File: src/rtl/mem_port_arbiter_if.sv
// mem_port_arbiter_if: fetch, data and memory-side signals of the shared memory port
interface mem_port_arbiter_if #(
    parameter int ADDR_W = 32,
    parameter int DATA_W = 32
);
    logic              if_req;
    logic [ADDR_W-1:0] if_addr;
    logic              if_kill;
    logic [DATA_W-1:0] if_rdata;
    logic              if_valid;
    logic              if_stall;
    logic              d_req;
    logic              d_we;
    logic [ADDR_W-1:0] d_addr;
    logic [DATA_W-1:0] d_wdata;
    logic [DATA_W-1:0] d_rdata;
    logic              d_valid;
    logic              d_stall;
    logic              mem_req;
    logic              mem_we;
    logic [ADDR_W-1:0] mem_addr;
    logic [DATA_W-1:0] mem_wdata;
    logic [DATA_W-1:0] mem_rdata;
    logic              mem_ack;

    modport slave (
        input  if_req, if_addr, if_kill, d_req, d_we, d_addr, d_wdata, mem_rdata, mem_ack,
        output if_rdata, if_valid, if_stall, d_rdata, d_valid, d_stall,
               mem_req, mem_we, mem_addr, mem_wdata
    );

    modport master (
        output if_req, if_addr, if_kill, d_req, d_we, d_addr, d_wdata, mem_rdata, mem_ack,
        input  if_rdata, if_valid, if_stall, d_rdata, d_valid, d_stall,
               mem_req, mem_we, mem_addr, mem_wdata
    );
endinterface

File: src/rtl/mem_port_arbiter.sv
// mem_port_arbiter: shares one memory port between fetch and data, data first with bounded fetch starvation
module mem_port_arbiter #(
    parameter int ADDR_W     = 32,
    parameter int DATA_W     = 32,
    parameter int STARVE_MAX = 4
) (
    input logic            clk,
    input logic            rst_n,
    mem_port_arbiter_if.slave bus
);
    typedef enum logic [1:0] {IDLE, IBUSY, DBUSY, RESP} state_t;

    localparam logic [3:0] SMAX = 4'(STARVE_MAX);

    state_t     state;
    logic [3:0] streak;
    logic       kill;
    logic       fetch_first;

    // fetch wins when it is alone or has already waited out SMAX data grants
    assign fetch_first = bus.if_req && (!bus.d_req || streak == SMAX);

    // stalls hold each requester until its own valid pulse
    assign bus.if_stall = bus.if_req && !bus.if_valid;
    assign bus.d_stall  = bus.d_req && !bus.d_valid;

    // arbitration FSM with registered memory-side and response outputs
    always_ff @(posedge clk or negedge rst_n) begin
        if (!rst_n) begin
            state         <= IDLE;
            streak        <= 4'd0;
            kill          <= 1'b0;
            bus.mem_req   <= 1'b0;
            bus.mem_we    <= 1'b0;
            bus.mem_addr  <= '0;
            bus.mem_wdata <= '0;
            bus.if_rdata  <= '0;
            bus.if_valid  <= 1'b0;
            bus.d_rdata   <= '0;
            bus.d_valid   <= 1'b0;
        end else begin
            bus.if_valid <= 1'b0;
            bus.d_valid  <= 1'b0;
            case (state)
                IDLE: begin
                    if (fetch_first) begin
                        state         <= IBUSY;
                        streak        <= 4'd0;
                        bus.mem_req   <= 1'b1;
                        bus.mem_we    <= 1'b0;
                        bus.mem_addr  <= ADDR_W'(bus.if_addr);
                        bus.mem_wdata <= DATA_W'(0);
                    end else if (bus.d_req) begin
                        state         <= DBUSY;
                        streak        <= bus.if_req ? ((streak == SMAX) ? streak : streak + 4'd1) : 4'd0;
                        bus.mem_req   <= 1'b1;
                        bus.mem_we    <= bus.d_we;
                        bus.mem_addr  <= bus.d_addr;
                        bus.mem_wdata <= bus.d_wdata;
                    end else begin
                        streak <= 4'd0;
                    end
                end
                IBUSY: begin
                    if (bus.if_kill) kill <= 1'b1;
                    if (bus.mem_ack) begin
                        state       <= RESP;
                        bus.mem_req <= 1'b0;
                        if (!(kill || bus.if_kill)) begin
                            bus.if_rdata <= bus.mem_rdata;
                            bus.if_valid <= 1'b1;
                        end
                    end
                end
                DBUSY: begin
                    if (bus.mem_ack) begin
                        state       <= RESP;
                        bus.mem_req <= 1'b0;
                        bus.d_valid <= 1'b1;
                        if (!bus.mem_we) bus.d_rdata <= bus.mem_rdata;
                    end
                end
                RESP: begin
                    state <= IDLE;
                    kill  <= 1'b0;
                end
            endcase
        end
    end
endmodule

File: src/flat_wrapper.sv
// flat-port wrapper written by rule: the top's interface ports become plain ports
module mem_port_arbiter_flat 
#(
    parameter int ADDR_W     = 32,
    parameter int DATA_W     = 32,
    parameter int STARVE_MAX = 4
)
  (clk, rst_n, bus_if_req, bus_if_addr, bus_if_kill, bus_d_req, bus_d_we, bus_d_addr, bus_d_wdata, bus_mem_rdata, bus_mem_ack, bus_if_rdata, bus_if_valid, bus_if_stall, bus_d_rdata, bus_d_valid, bus_d_stall, bus_mem_req, bus_mem_we, bus_mem_addr, bus_mem_wdata);
  mem_port_arbiter_if #(.ADDR_W(ADDR_W), .DATA_W(DATA_W)) bus_i ();
  input logic clk;
  input logic rst_n;
  input wire logic [$bits(bus_i.if_req)-1:0] bus_if_req;
  input wire logic [$bits(bus_i.if_addr)-1:0] bus_if_addr;
  input wire logic [$bits(bus_i.if_kill)-1:0] bus_if_kill;
  input wire logic [$bits(bus_i.d_req)-1:0] bus_d_req;
  input wire logic [$bits(bus_i.d_we)-1:0] bus_d_we;
  input wire logic [$bits(bus_i.d_addr)-1:0] bus_d_addr;
  input wire logic [$bits(bus_i.d_wdata)-1:0] bus_d_wdata;
  input wire logic [$bits(bus_i.mem_rdata)-1:0] bus_mem_rdata;
  input wire logic [$bits(bus_i.mem_ack)-1:0] bus_mem_ack;
  output wire logic [$bits(bus_i.if_rdata)-1:0] bus_if_rdata;
  output wire logic [$bits(bus_i.if_valid)-1:0] bus_if_valid;
  output wire logic [$bits(bus_i.if_stall)-1:0] bus_if_stall;
  output wire logic [$bits(bus_i.d_rdata)-1:0] bus_d_rdata;
  output wire logic [$bits(bus_i.d_valid)-1:0] bus_d_valid;
  output wire logic [$bits(bus_i.d_stall)-1:0] bus_d_stall;
  output wire logic [$bits(bus_i.mem_req)-1:0] bus_mem_req;
  output wire logic [$bits(bus_i.mem_we)-1:0] bus_mem_we;
  output wire logic [$bits(bus_i.mem_addr)-1:0] bus_mem_addr;
  output wire logic [$bits(bus_i.mem_wdata)-1:0] bus_mem_wdata;
  assign bus_i.if_req = bus_if_req;
  assign bus_i.if_addr = bus_if_addr;
  assign bus_i.if_kill = bus_if_kill;
  assign bus_i.d_req = bus_d_req;
  assign bus_i.d_we = bus_d_we;
  assign bus_i.d_addr = bus_d_addr;
  assign bus_i.d_wdata = bus_d_wdata;
  assign bus_i.mem_rdata = bus_mem_rdata;
  assign bus_i.mem_ack = bus_mem_ack;
  assign bus_if_rdata = bus_i.if_rdata;
  assign bus_if_valid = bus_i.if_valid;
  assign bus_if_stall = bus_i.if_stall;
  assign bus_d_rdata = bus_i.d_rdata;
  assign bus_d_valid = bus_i.d_valid;
  assign bus_d_stall = bus_i.d_stall;
  assign bus_mem_req = bus_i.mem_req;
  assign bus_mem_we = bus_i.mem_we;
  assign bus_mem_addr = bus_i.mem_addr;
  assign bus_mem_wdata = bus_i.mem_wdata;
  mem_port_arbiter #(.ADDR_W(ADDR_W), .DATA_W(DATA_W), .STARVE_MAX(STARVE_MAX)) u_core (.clk(clk), .rst_n(rst_n), .bus(bus_i));
endmodule
File: config.mk
export PLATFORM = sky130hd
export DESIGN_NAME = mem_port_arbiter_flat
export DESIGN_NICKNAME = d
export VERILOG_FILES = /design/src/rtl/mem_port_arbiter_if.sv /design/src/rtl/mem_port_arbiter.sv /design/src/flat_wrapper.sv
export SDC_FILE = /design/constraint.sdc
export NUM_CORES = 1
export LEC_CHECK = 0
export CORE_ASPECT_RATIO = 1.5
export CORE_UTILIZATION = 32
export DETAILED_ROUTE_END_ITERATION = 12
export PLACE_DENSITY = 0.6
export SLEW_MARGIN = 0
export SYNTH_ARGS = -nofsm -noshare
export SYNTH_HDL_FRONTEND = slang
export SYNTH_SLANG_ARGS = --single-unit
File: constraint.sdc
create_clock -name clk -period 1.89 [get_ports clk]
set_input_delay 0.378 -clock clk [delete_from_list [all_inputs] [get_ports clk]]
set_output_delay 0.378 -clock clk [all_outputs]
set_load 0.01 [all_outputs]
==> flow_metrics.env, run 1 <==
export IMPL_status="complete, no violations"
export IMPL_fin_crit_sh_pct=93.78
export IMPL_cts_buffers=17
export IMPL_overflow=0
export IMPL_synth_warnings=0
export IMPL_wl_met2_um=9475
export IMPL_finalHoldViolations=0
export IMPL_post_drt_wl_per_cell_um=16.97
export IMPL_worst_pin_slew_ns=0.3737
export IMPL_final_layout_size_suffix_gt1_share_pct=15.76
export IMPL_fmax_mhz=564.2
export IMPL_clock_sinks=139
export IMPL_grt_max_degree=53
export IMPL_fp_row_count=61
export IMPL_crit_path_start_kind="register"
export IMPL_synth_top_area_share_pct=57.13
export IMPL_drt_iter0_drc=222
export IMPL_max_clock_path_buffers=2
export IMPL_die_area_sq_um=19590
export IMPL_syn_nets=666
export IMPL_synthCells=524
export IMPL_ys_seq_area_share_pct=57.13
export IMPL_synth_most_common_cell="dfrtp_1"
export IMPL_pwr_share_comb_pct=44.4
export IMPL_synth_area_sq_um=6088
export IMPL_grt_first_pass_wirelength_um=27540
export IMPL_synth_seq_cells=139
export IMPL_synthArstFlopShare_pct=100.0
export IMPL_cts_tree="done"
export IMPL_start_util_pct=32.69
export IMPL_place_inst=1025
export IMPL_ant_nets=0
export IMPL_wl_um=17950
export IMPL_hp_class="input pin to async pin"
export IMPL_peakVddDrop_v=0.0006566
export IMPL_globalplace_congestion=0.7818
export IMPL_fin_util_pct=52.34
export IMPL_synthFlopType="dfrtp_1"
export IMPL_routed_top_layer="met4"
export IMPL_dp_hpwl_um=13100
export IMPL_layout_nets=935
export IMPL_p_int_w=0.01071
export IMPL_diodes=0
export IMPL_placement_io_buffers=268
export IMPL_p_sw_share_pct=32.16
export IMPL_critPathKind="register to register"
export IMPL_required_ns=2.19
export IMPL_powerDensity_nw_per_um2=1619
export IMPL_viasPerCell=4.806
export IMPL_final_cell_area_sq_um=9748
export IMPL_netSwitchingPower_w=0.005075
export IMPL_synth_edf_count=0
export IMPL_pin_count=269
export IMPL_setup_violations=0
export IMPL_synth_distinct_cells=41
export IMPL_p_leak_nw=4.070
export IMPL_fin_cells=1058
export IMPL_syn_avg_cell_area_sq_um=11.62
export IMPL_clockRootBuffer="clkbuf_16"
export IMPL_antenna_found_initial=0
export IMPL_drv_cap=0
export IMPL_period_minus_slack_ns=1.772
export IMPL_vias=5085
export IMPL_drc_errors=0
export IMPL_rsz0062_at_grt="no"
export IMPL_fin_skew_ns=0.008188
export IMPL_arrival_ns=2.07
export IMPL_dr_pass1_iters=4
export IMPL_syn2layout_area_growth_pct=60.11
export IMPL_final_max_slew_violation_count=0
export IMPL_place_area_sq_um=9092
export IMPL_wl_met1_um=6768
export IMPL_cp_end_kind="register"
export IMPL_maxSlewHeadroom_pct=75.09
export IMPL_fin_tns_setup_ns=0
export IMPL_die_width_um=114.6
export IMPL_die_y_um=170.9
export IMPL_clk_pin_slew_ns=0.06
export IMPL_dr_wl_met3_um=1417
export IMPL_holdWs_ns=0.4513
export IMPL_synth_area_top_cells="dfrtp_1, nand2_1, mux2_4, mux2_2, o211ai_1"
export IMPL_yosysTopAreaCell="dfrtp_1"
export IMPL_worstPathMaxFanout=33
export IMPL_core_area_sq_um=18620
export IMPL_clock_latency_ns=0.42
export IMPL_grt_pass1_vias=5369
export IMPL_postCtsSetupRepairBufs=0
export IMPL_seq_power_share_pct=32.4
export IMPL_htree_levels=4
export IMPL_pwr_share_clk_pct=23.2
export IMPL_yosys_top_cells_count="dfrtp_1, nand2_1, mux2_2, o211ai_1, nand4_1"
export IMPL_track_usage_pct=18.41
-- registers in the layout, indices dropped and copies added (netlist names) --
name and count:
u_core.bus.d_valid 1, u_core.bus.mem_addr 32, u_core.state 2, u_core.bus.mem_req 1
u_core.streak 4, u_core.kill 1, u_core.bus.mem_wdata 32, u_core.bus.mem_we 1
u_core.bus.if_valid 1, u_core.bus.d_rdata 32, u_core.bus.if_rdata 32
-- per-layer routing --
metal / track usage [%] / up-vias
li1: - / 2360
met1: 19.17 / 2503
met2: 33.86 / 201
met3: 6.305 / 21
met4: 6.606 / 0
met5: 0 / -
-- cell families after synthesis --
group | count (synthesis) | synth area share, %
muxes | 65 | 13.85
adders and majority gates | 7 | 1.438
DFF | 139 | 57.13
buffers and inverters | 45 | 5.076
and+or+nand+nor | 187 | 13.97
AOI/OAI and AO/OA | 81 | 8.529
-- worst max-delay path: stages (launching register included) --
cell	delay [ns]
dfrtp_1	0.41
inv_1	0.13
ha_1	0.20
and4bb_2	0.27
buf_12	0.26
mux2_2	0.37
-- through the flow --
step	setup slack, ns	power [W]
final	0.1176	0.01578
after CTS	0.09059	0.01600
after global routing	0.01919	0.01673
after detailed placement	-0.1670	0.01226
after global placement	-0.1932	0.01204
after floorplan	0.3282	0.008357
-- worst paths after layout --
check,from,endpoint,slack (ns),cells past startpoint
hold reg to reg,u_core.bus.mem_wdata[0],u_core.bus.mem_wdata[0],0.48,2
max in group asynchronous,rst_n,u_core.bus.mem_addr[0],0.81,3
hold / removal,rst_n,u_core.bus.if_rdata[7],0.45,2
min in group clk,u_core.bus.mem_wdata[0],u_core.bus.mem_wdata[0],0.48,2
setup / recovery,u_core.state[1],u_core.bus.if_rdata[1],0.12,5
setup reg to reg,u_core.state[1],u_core.bus.if_rdata[1],0.12,5
-- repair_timing --
item | 4_1_cts | 5_1_grt
endpoints found under the setup margin | 2 | 3
hold buffers | 1 | 0
endpoints found under the hold margin | 35 | 0
resized for setup | 2 | 1
pin swaps | 0 | 0
-- layout make-up --
type | instances | area, sq um
inverters | 5 | 18.77
flip-flops and latches | 139 | 3478
clock buffers | 18 | 439.2
clock inverters | 14 | 206.4
repair buffers | 290 | 2974
fillers | 1738 | 8875
well taps | 252 | 315.3
multi-input cells | 340 | 2316
-- power by group through the flow --
stage               registers, W  logic [W]  clock network (W)
finish                   0.00511    0.00701            0.00366
global route             0.00528    0.00758            0.00388
CTS                      0.00513    0.00711            0.00375
detailed placement       0.00516    0.00710                  0
global placement         0.00510    0.00694                  0
floorplan                0.00570    0.00265                  0
-- cell usage in the layout (no fill, tap or decap), types with 3 or more instances in the layout --
master           instances
bufinv_16                4
dfrtp_1                139
nand2_1                133
buf_12                  10
mux2_2                  34
mux2_4                  30
nor2b_1                  3
nand3b_1                 3
ha_1                     6
o21ai_1                 30
o21ai_0                  7
clkbuf_16               17
inv_1                    4
clkdlybuf4s50_1        265
inv_6                    4
buf_4                   11
o211ai_1                33
nand4_1                 32
No activity file was read; power rests on OpenSTA's default activity.
==> run 2: changes to the inputs <==
--- a/config.mk
+++ b/config.mk
@@ -8,6 +8,7 @@
 export CORE_ASPECT_RATIO = 1.5
 export CORE_UTILIZATION = 32
 export DETAILED_ROUTE_END_ITERATION = 12
+export GPL_ROUTABILITY_DRIVEN = 0
 export PLACE_DENSITY = 0.6
 export SLEW_MARGIN = 0
 export SYNTH_ARGS = -nofsm -noshare
==> results of run 2 <==
No change in the layout: final DEF, timing and power equal those of run 1.
